<file path="src/rtl/tcdm_region_filter_ooq.sv">
// Programmable TCDM region filter: forwards permitted requests, answers blocked ones with ERR_RDATA, keeps responses in request order.
// Define TCDM_FILTER_PERM_EN to enforce per-rule R/W permissions; otherwise a valid rule grants both.
module tcdm_region_filter_ooq #(
  parameter int unsigned N_RULES         = 8,
  parameter int unsigned ADDR_WIDTH      = 32,
  parameter int unsigned DATA_WIDTH      = 32,
  parameter int unsigned BE_WIDTH        = DATA_WIDTH/8,
  parameter int unsigned MAX_OUTSTANDING = 4,
  parameter logic [31:0] ERR_RDATA       = 32'hBADE5505
) (
  input  logic                  clk,
  input  logic                  rst,
  input  logic                  supervisor_i,
  input  logic                  req_i,
  output logic                  gnt_o,
  input  logic [ADDR_WIDTH-1:0] add_i,
  input  logic                  wen_i,
  input  logic [DATA_WIDTH-1:0] wdata_i,
  input  logic [BE_WIDTH-1:0]   be_i,
  output logic                  r_valid_o,
  output logic [DATA_WIDTH-1:0] r_rdata_o,
  output logic                  req_o,
  input  logic                  gnt_i,
  output logic [ADDR_WIDTH-1:0] add_o,
  output logic                  wen_o,
  output logic [DATA_WIDTH-1:0] wdata_o,
  output logic [BE_WIDTH-1:0]   be_o,
  input  logic                  r_valid_i,
  input  logic [DATA_WIDTH-1:0] r_rdata_i,
  input  logic                  cfg_req_i,
  input  logic                  cfg_we_i,
  input  logic [7:0]            cfg_addr_i,
  input  logic [31:0]           cfg_wdata_i,
  output logic [31:0]           cfg_rdata_o,
  output logic                  error_o
);
  localparam int unsigned PW = $clog2(MAX_OUTSTANDING);
  localparam int unsigned CW = PW + 1;
  localparam logic [7:0] GCTRL_A    = 8'(4*N_RULES);
  localparam logic [7:0] ERR_ADDR_A = 8'(4*N_RULES + 1);
  localparam logic [7:0] ERR_INFO_A = 8'(4*N_RULES + 2);

  logic [ADDR_WIDTH-1:0] start_q [N_RULES];
  logic [ADDR_WIDTH-1:0] end_q   [N_RULES];
  logic [N_RULES-1:0]    v_q;
`ifdef TCDM_FILTER_PERM_EN
  logic [N_RULES-1:0]    r_q, w_q;
`endif
  logic                  en_q, lock_q;
  logic                  err_vld_q, err_wen_q;
  logic [ADDR_WIDTH-1:0] err_addr_q;
  logic [15:0]           err_cnt_q;
  logic [31:0]           cfg_rdata_q, rd_d;

  logic [MAX_OUTSTANDING-1:0] qerr_q, qdvld_q;
  logic [DATA_WIDTH-1:0]      qdata_q [MAX_OUTSTANDING];
  logic [PW-1:0]              head_q, tail_q, scan_idx, fill_idx;
  logic [CW-1:0]              cnt_q;
  logic                       hit, allowed, full, push, pop, fill_hit;
  logic                       cfg_wr, err_clr;
  logic [5:0]                 cfg_idx;
  logic [1:0]                 cfg_sub;

  always_comb begin
    hit = 1'b0;
    for (int i = 0; i < N_RULES; i++) begin
      if (v_q[i] && (add_i >= start_q[i]) && (add_i < end_q[i])) begin
`ifdef TCDM_FILTER_PERM_EN
        if (wen_i ? r_q[i] : w_q[i]) hit = 1'b1;
`else
        hit = 1'b1;
`endif
      end
    end
  end

  assign allowed   = supervisor_i | ~en_q | hit;
  assign full      = (cnt_q == CW'(MAX_OUTSTANDING));
  assign req_o     = ~rst & allowed & req_i & ~full;
  assign gnt_o     = ~rst & ~full & (allowed ? gnt_i : 1'b1);
  assign error_o   = ~rst & ~allowed & req_i & ~full;
  assign push      = req_i & gnt_o;
  assign pop       = ~rst & (cnt_q != '0) & (qerr_q[head_q] | qdvld_q[head_q]);
  assign r_valid_o = pop;
  assign r_rdata_o = pop ? (qerr_q[head_q] ? {(DATA_WIDTH/32){ERR_RDATA}} : qdata_q[head_q])
                         : '0;
  assign add_o     = rst ? '0 : add_i;
  assign wen_o     = ~rst & wen_i;
  assign wdata_o   = rst ? '0 : wdata_i;
  assign be_o      = rst ? '0 : be_i;

  // Downstream responses are in order, so they belong to the oldest forwarded entry still waiting.
  always_comb begin
    fill_hit = 1'b0;
    fill_idx = head_q;
    scan_idx = head_q;
    for (int k = 0; k < MAX_OUTSTANDING; k++) begin
      scan_idx = head_q + PW'(k);
      if (!fill_hit && (CW'(k) < cnt_q) && !qerr_q[scan_idx] && !qdvld_q[scan_idx]) begin
        fill_hit = 1'b1;
        fill_idx = scan_idx;
      end
    end
  end

  always_ff @(posedge clk) begin
    if (rst) begin
      head_q  <= '0;
      tail_q  <= '0;
      cnt_q   <= '0;
      qerr_q  <= '0;
      qdvld_q <= '0;
      for (int k = 0; k < MAX_OUTSTANDING; k++) qdata_q[k] <= '0;
    end else begin
      if (push) begin
        qerr_q[tail_q]  <= ~allowed;
        qdvld_q[tail_q] <= 1'b0;
        tail_q          <= tail_q + PW'(1);
      end
      if (r_valid_i && fill_hit) begin
        qdvld_q[fill_idx] <= 1'b1;
        qdata_q[fill_idx] <= r_rdata_i;
      end
      if (pop) head_q <= head_q + PW'(1);
      cnt_q <= cnt_q + CW'(push) - CW'(pop);
    end
  end

  assign cfg_wr  = cfg_req_i & cfg_we_i;
  assign cfg_idx = cfg_addr_i[7:2];
  assign cfg_sub = cfg_addr_i[1:0];
  assign err_clr = cfg_wr & (cfg_addr_i == ERR_INFO_A);

  always_comb begin
    rd_d = '0;
    for (int i = 0; i < N_RULES; i++) begin
      if (cfg_idx == 6'(i)) begin
        case (cfg_sub)
          2'd0: rd_d[ADDR_WIDTH-1:0] = start_q[i];
          2'd1: rd_d[ADDR_WIDTH-1:0] = end_q[i];
`ifdef TCDM_FILTER_PERM_EN
          2'd2: rd_d[2:0] = {w_q[i], r_q[i], v_q[i]};
`else
          2'd2: rd_d[0] = v_q[i];
`endif
          default: rd_d = '0;
        endcase
      end
    end
    if (cfg_addr_i == GCTRL_A)    rd_d = {30'b0, lock_q, en_q};
    if (cfg_addr_i == ERR_ADDR_A) rd_d[ADDR_WIDTH-1:0] = err_addr_q;
    if (cfg_addr_i == ERR_INFO_A) rd_d = {err_cnt_q, 14'b0, err_wen_q, err_vld_q};
  end

  always_ff @(posedge clk) begin
    if (rst) begin
      for (int i = 0; i < N_RULES; i++) begin
        start_q[i] <= '0;
        end_q[i]   <= '0;
      end
      v_q         <= '0;
`ifdef TCDM_FILTER_PERM_EN
      r_q         <= '0;
      w_q         <= '0;
`endif
      en_q        <= 1'b0;
      lock_q      <= 1'b0;
      err_vld_q   <= 1'b0;
      err_wen_q   <= 1'b0;
      err_addr_q  <= '0;
      err_cnt_q   <= '0;
      cfg_rdata_q <= '0;
    end else begin
      if (cfg_req_i && !cfg_we_i) cfg_rdata_q <= rd_d;
      for (int i = 0; i < N_RULES; i++) begin
        if (cfg_wr && !lock_q && (cfg_idx == 6'(i))) begin
          case (cfg_sub)
            2'd0: start_q[i] <= cfg_wdata_i[ADDR_WIDTH-1:0];
            2'd1: end_q[i]   <= cfg_wdata_i[ADDR_WIDTH-1:0];
            2'd2: begin
              v_q[i] <= cfg_wdata_i[0];
`ifdef TCDM_FILTER_PERM_EN
              r_q[i] <= cfg_wdata_i[1];
              w_q[i] <= cfg_wdata_i[2];
`endif
            end
            default: ;
          endcase
        end
      end
      if (cfg_wr && !lock_q && (cfg_addr_i == GCTRL_A)) begin
        en_q   <= cfg_wdata_i[0];
        lock_q <= cfg_wdata_i[1];
      end
      // A fault coinciding with a clear is recorded as the first fault of a fresh window.
      if (error_o) begin
        if (!err_vld_q || err_clr) begin
          err_vld_q  <= 1'b1;
          err_addr_q <= add_i;
          err_wen_q  <= wen_i;
        end
        if (err_clr)                   err_cnt_q <= 16'd1;
        else if (err_cnt_q != 16'hFFFF) err_cnt_q <= err_cnt_q + 16'd1;
      end else if (err_clr) begin
        err_vld_q  <= 1'b0;
        err_wen_q  <= 1'b0;
        err_addr_q <= '0;
        err_cnt_q  <= '0;
      end
    end
  end

  assign cfg_rdata_o = cfg_rdata_q;

endmodule

</file>
<file path="config.mk">
export PLATFORM = sky130hd
export DESIGN_NAME = tcdm_region_filter_ooq
export DESIGN_NICKNAME = d
export VERILOG_FILES = /design/src/rtl/tcdm_region_filter_ooq.sv
export SDC_FILE = /design/constraint.sdc
export NUM_CORES = 2
export LEC_CHECK = 0
export BUFFER_PORTS_ARGS = -buffer_cell sky130_fd_sc_hd__buf_2
export CAP_MARGIN = 20
export CORE_UTILIZATION = 60
export DETAILED_ROUTE_END_ITERATION = 16
export GPL_TIMING_DRIVEN = 0
export PLACE_DENSITY = 0.81
export SYNTH_ARGS = -nofsm -noshare
export SYNTH_HDL_FRONTEND = slang
export SYNTH_SLANG_ARGS = --single-unit
export TNS_END_PERCENT = 1
</file>
<file path="constraint.sdc">
create_clock -name clk -period 7.8 [get_ports clk]
set_input_delay 0.78 -clock clk [delete_from_list [all_inputs] [get_ports clk]]
set_output_delay 0.78 -clock clk [all_outputs]
set_load 0.01 [all_outputs]
</file>
==> reports/qor.csv <==
stage,metric,value,unit
outcome,outcome,"finished, final reports clean",
logic_synthesis,synth_xor_area_frac,0.000780,
power_and_ir_drop,p_comb_frac,0.137,
sta,rsz0062_at_grt,no,
finish,most-common-layout-cells,"nor2_1 (658), edfxtp_1 (640), inv_1 (592)",
logic_synthesis,synth_simple_gate_area_frac,0.132,
logic_synthesis,syn_area_per_cell,10.2,µm²
placed_design,dp_cells,5677,
floorplan,ioPinCount,286,
routing,num_vias,37600,
power_and_ir_drop,p_int,7.34,mW
worst_setup_path,worstSetupPathType,in2out,
routing,dr.pass1.iters,8,
sta,tightestPinTransition,1250,ps
clock_tree,cts_buffers,81,
placed_design,portBuffers,282,
sta,finalSetupViolCount,0,
floorplan,floorplan.initialDensity,0.612,
sta,worst_slack,1360,ps
routing,final_antenna_net_count,0,
floorplan,dieArea,76000,µm²
power_and_ir_drop,power,10.1,mW
worst_setup_path,cp-start-kind,input pin,
power_and_ir_drop,p_seq_frac,0.462,
grt,grt_antenna_before_repair,10,
floorplan,die_x,276,µm
sta,skew,42.1,ps
clock_tree,cts_tree,yes,
placed_design,placedInstanceArea,47900,µm²
sta,setup_tns,0,ps
logic_synthesis,synth_top_family_by_area,adder cells,
worst_setup_path,crit_path_max_fanout,17,
clock_tree,clkTransAtPathRegs,70,ps
finish,synthToLayoutAreaGrowth,13.0,%
clock_tree,clock_path_buffers,3,
power_and_ir_drop,ir_drop,0.168,mV
placed_design,dp_hpwl,112000,µm
power_and_ir_drop,power_density,200,nW/µm²
sta,fin_hold_ws,427,ps
worst_setup_path,crit_path_max_incr_delay,820,ps
finish,layout_commonest_cell,nor2_1,
logic_synthesis,synth_cells,4421,
logic_synthesis,synthMuxAreaShare,0.0701,
logic_synthesis,synth_warnings,0,
routing,vias_per_cell,6.45,
floorplan,rows,99,
job,maxCapViolations,0,
power_and_ir_drop,clkPwrFrac,0.400,
worst_setup_path,crit_top_cell,buf_2,
logic_synthesis,syn_area,44900,µm²
routing,detail_route.wl_per_cell,25.4,µm
clock_tree,cts_resized,0,
logic_synthesis,synth_fp_nets,5084,
worst_setup_path,critical_path_arrival,5660,ps
worst_setup_path,slowest_stage,a211oi_1,
sta,fmax,0.155,GHz
sta,max-slew-margin-rel,0.157,
logic_synthesis,synth_area_leader_cell,edfxtp_1,
power_and_ir_drop,p_leak,22.3,nW
finish,final_area,50700,µm²
finish,drive_gt1_frac,0.106,
logic_synthesis,synthArstFlopShare,0,
logic_synthesis,ys_ff_latch,749,
finish,nets,5468,
grt,grt_use_met3,0.108,
logic_synthesis,yosysTopAreaCellShare,0.428,
finish,fill_cells,5264,
logic_synthesis,synth_seq_area_share,0.476,
clock_tree,cts_setup_buffers,0,
placed_design,pre_cts_ws,1480,ps
clock_tree,worstSkewPairLatency,680,ps
grt,grt-busiest-layer,met2,
sta,drv_slew,0,
routing,drt_iter0_markers,4930,
grt,use_met1,0.472,
floorplan,core_area,73500,µm²
clock_tree,clock-sinks,749,
grt,grt_pass1_wl,216000,µm
power_and_ir_drop,swShare,0.275,
clock_tree,cts-root-buf,clkbuf_16,
grt,grtUsageMet2,0.598,
grt,grt.total_usage,0.387,
sta,min_period,6440,ps
grt,grt_max_degree,33,
floorplan,die_h,276,µm
worst_setup_path,rr_worst_depth,19,
hold_path,holdPathStages,3,
placed_design,gp_congestion,1.04,
worst_setup_path,worst_setup_path_end_kind,primary output,
logic_synthesis,synthAdderAreaFrac,0.143,
logic_synthesis,synth-edff-count,640,
hold_path,hp-class,in2reg,
routing,remaining_drc_errors,0,
clock_tree,hold_buffers,0,
finish,fin_cells,5833,
grt,grt_pass1_vias,36500,
sta,finalHoldViolCount,0,
sta,fin_crit_sh,0.826,
worst_setup_path,crit_chain,buf_2 > ha_1 > nand4_1 > a2111oi_0 > a2111oi_0 > o31ai_1 > nand4_1 > a211oi_1 > nand4b_1 > buf_2 > buf_2 > a21boi_0 > buf_2,
routing,drt-total-wl,148000,µm
logic_synthesis,synth.distinct_cells,76,
logic_synthesis,synth_compound_area_frac,0.110,
worst_setup_path,required,7020,ps
grt,grt_overflow,0,
logic_synthesis,ys_top_cells_by_area,"edfxtp_1 (43%), ha_1 (14%), nor2_1 (5.5%)",
clock_tree,h-tree-depth,3,
power_and_ir_drop,p_sw,2.79,mW
logic_synthesis,synth-main-ff-cell,edfxtp_1,
finish,final_util,0.691,
## layer usage
metal / vias up / share of wire
met2: 2628 / 0.44
met3: 607 / 0.13
met5: - / 0.00051
met4: 12 / 0.074
li1: 16500 / -
met1: 17900 / 0.35
## cells in the mapped netlist, types with 6 or more instances
library cell / count
a22oi_1: 17
o21a_1: 6
dfxtp_1: 109
mux2i_1: 227
o211ai_1: 11
or2_2: 6
a31oi_1: 28
nor3_1: 26
a2111oi_0: 14
clkbuf_1: 169
buf_2: 14
or4_1: 13
and4_1: 12
edfxtp_1: 640
nand3_1: 69
inv_1: 592
a221oi_1: 20
o31ai_1: 17
o22ai_1: 95
nand2b_1: 22
nor2_1: 658
a41oi_1: 7
nor4_1: 29
a22o_1: 34
or3_1: 7
and3_1: 12
a211oi_1: 41
nand4_1: 74
nor2b_1: 108
mux4_2: 38
nand2_1: 254
o2111ai_1: 9
and2_1: 6
a21oi_1: 196
o21bai_1: 6
ha_1: 513
buf_1: 23
a21o_1: 44
o21ai_0: 176
## cell families after synthesis
kind of cell	after synthesis
compound gates	771
mux	267
flops	749
buf+inv	803
fa+ha+maj	514
xor+xnor	4
simple gates	1313
## registers in the layout (all words and copies together), names as in the netlist, 3 cells and up, named ones only
name / flops
cfg_rdata_o: 32
cnt_q: 3
end_q: 256
err_addr_q: 32
err_cnt_q: 16
qdata_q: 128
qdvld_q: 4
qerr_q: 4
start_q: 256
v_q: 8
## final timing paths
| check | slack, ps | end | start |
|---|---|---|---|
| worst max register to register | 2040 | cnt_q[2]$_SDFF_PP0_ | end_q[1][14]$_SDFFCE_PN0P_ |
| worst min-delay path | 430 | qdata_q[3][25]$_DFFE_PP_ | r_rdata_i[25] |
| worst min register to register | 470 | v_q[4]$_SDFFE_PP0P_ | v_q[4]$_SDFFE_PP0P_ |
| worst max-delay path | 1360 | gnt_o | add_i[13] |
## critical path, delay by kind of cell
kind / cells / cell delay, ps
AOI/OAI and AO/OA: 5 / 2520
adders and majority gates: 1 / 270
buffers and inverters: 4 / 1290
and+or+nand+nor: 3 / 790
## layout make-up
cell class,count,area [µm²],share of cell area
diodes,4,10.0,0.000197
plain buffers,210,836,0.0165
clock buffers,100,2180,0.0430
clock inverters,48,598,0.0118
inverters,593,2230,0.0439
multi-input cells,2869,20500,0.404
flip-flops and latches,749,21400,0.422
well taps,959,1200,0.0236
repair buffers,301,1800,0.0355
## power by group through the flow
stage / clock (mW) / sequential, mW / combinational [mW]
after floorplan: 0 / 4.72 / 0.813
after global placement: 0 / 4.75 / 1.26
after detailed placement: 0 / 4.76 / 1.34
after CTS: 4.01 / 4.67 / 1.35
after global routing: 4.17 / 4.70 / 1.51
final: 4.05 / 4.68 / 1.39
Power figures use the tool's default switching activity.
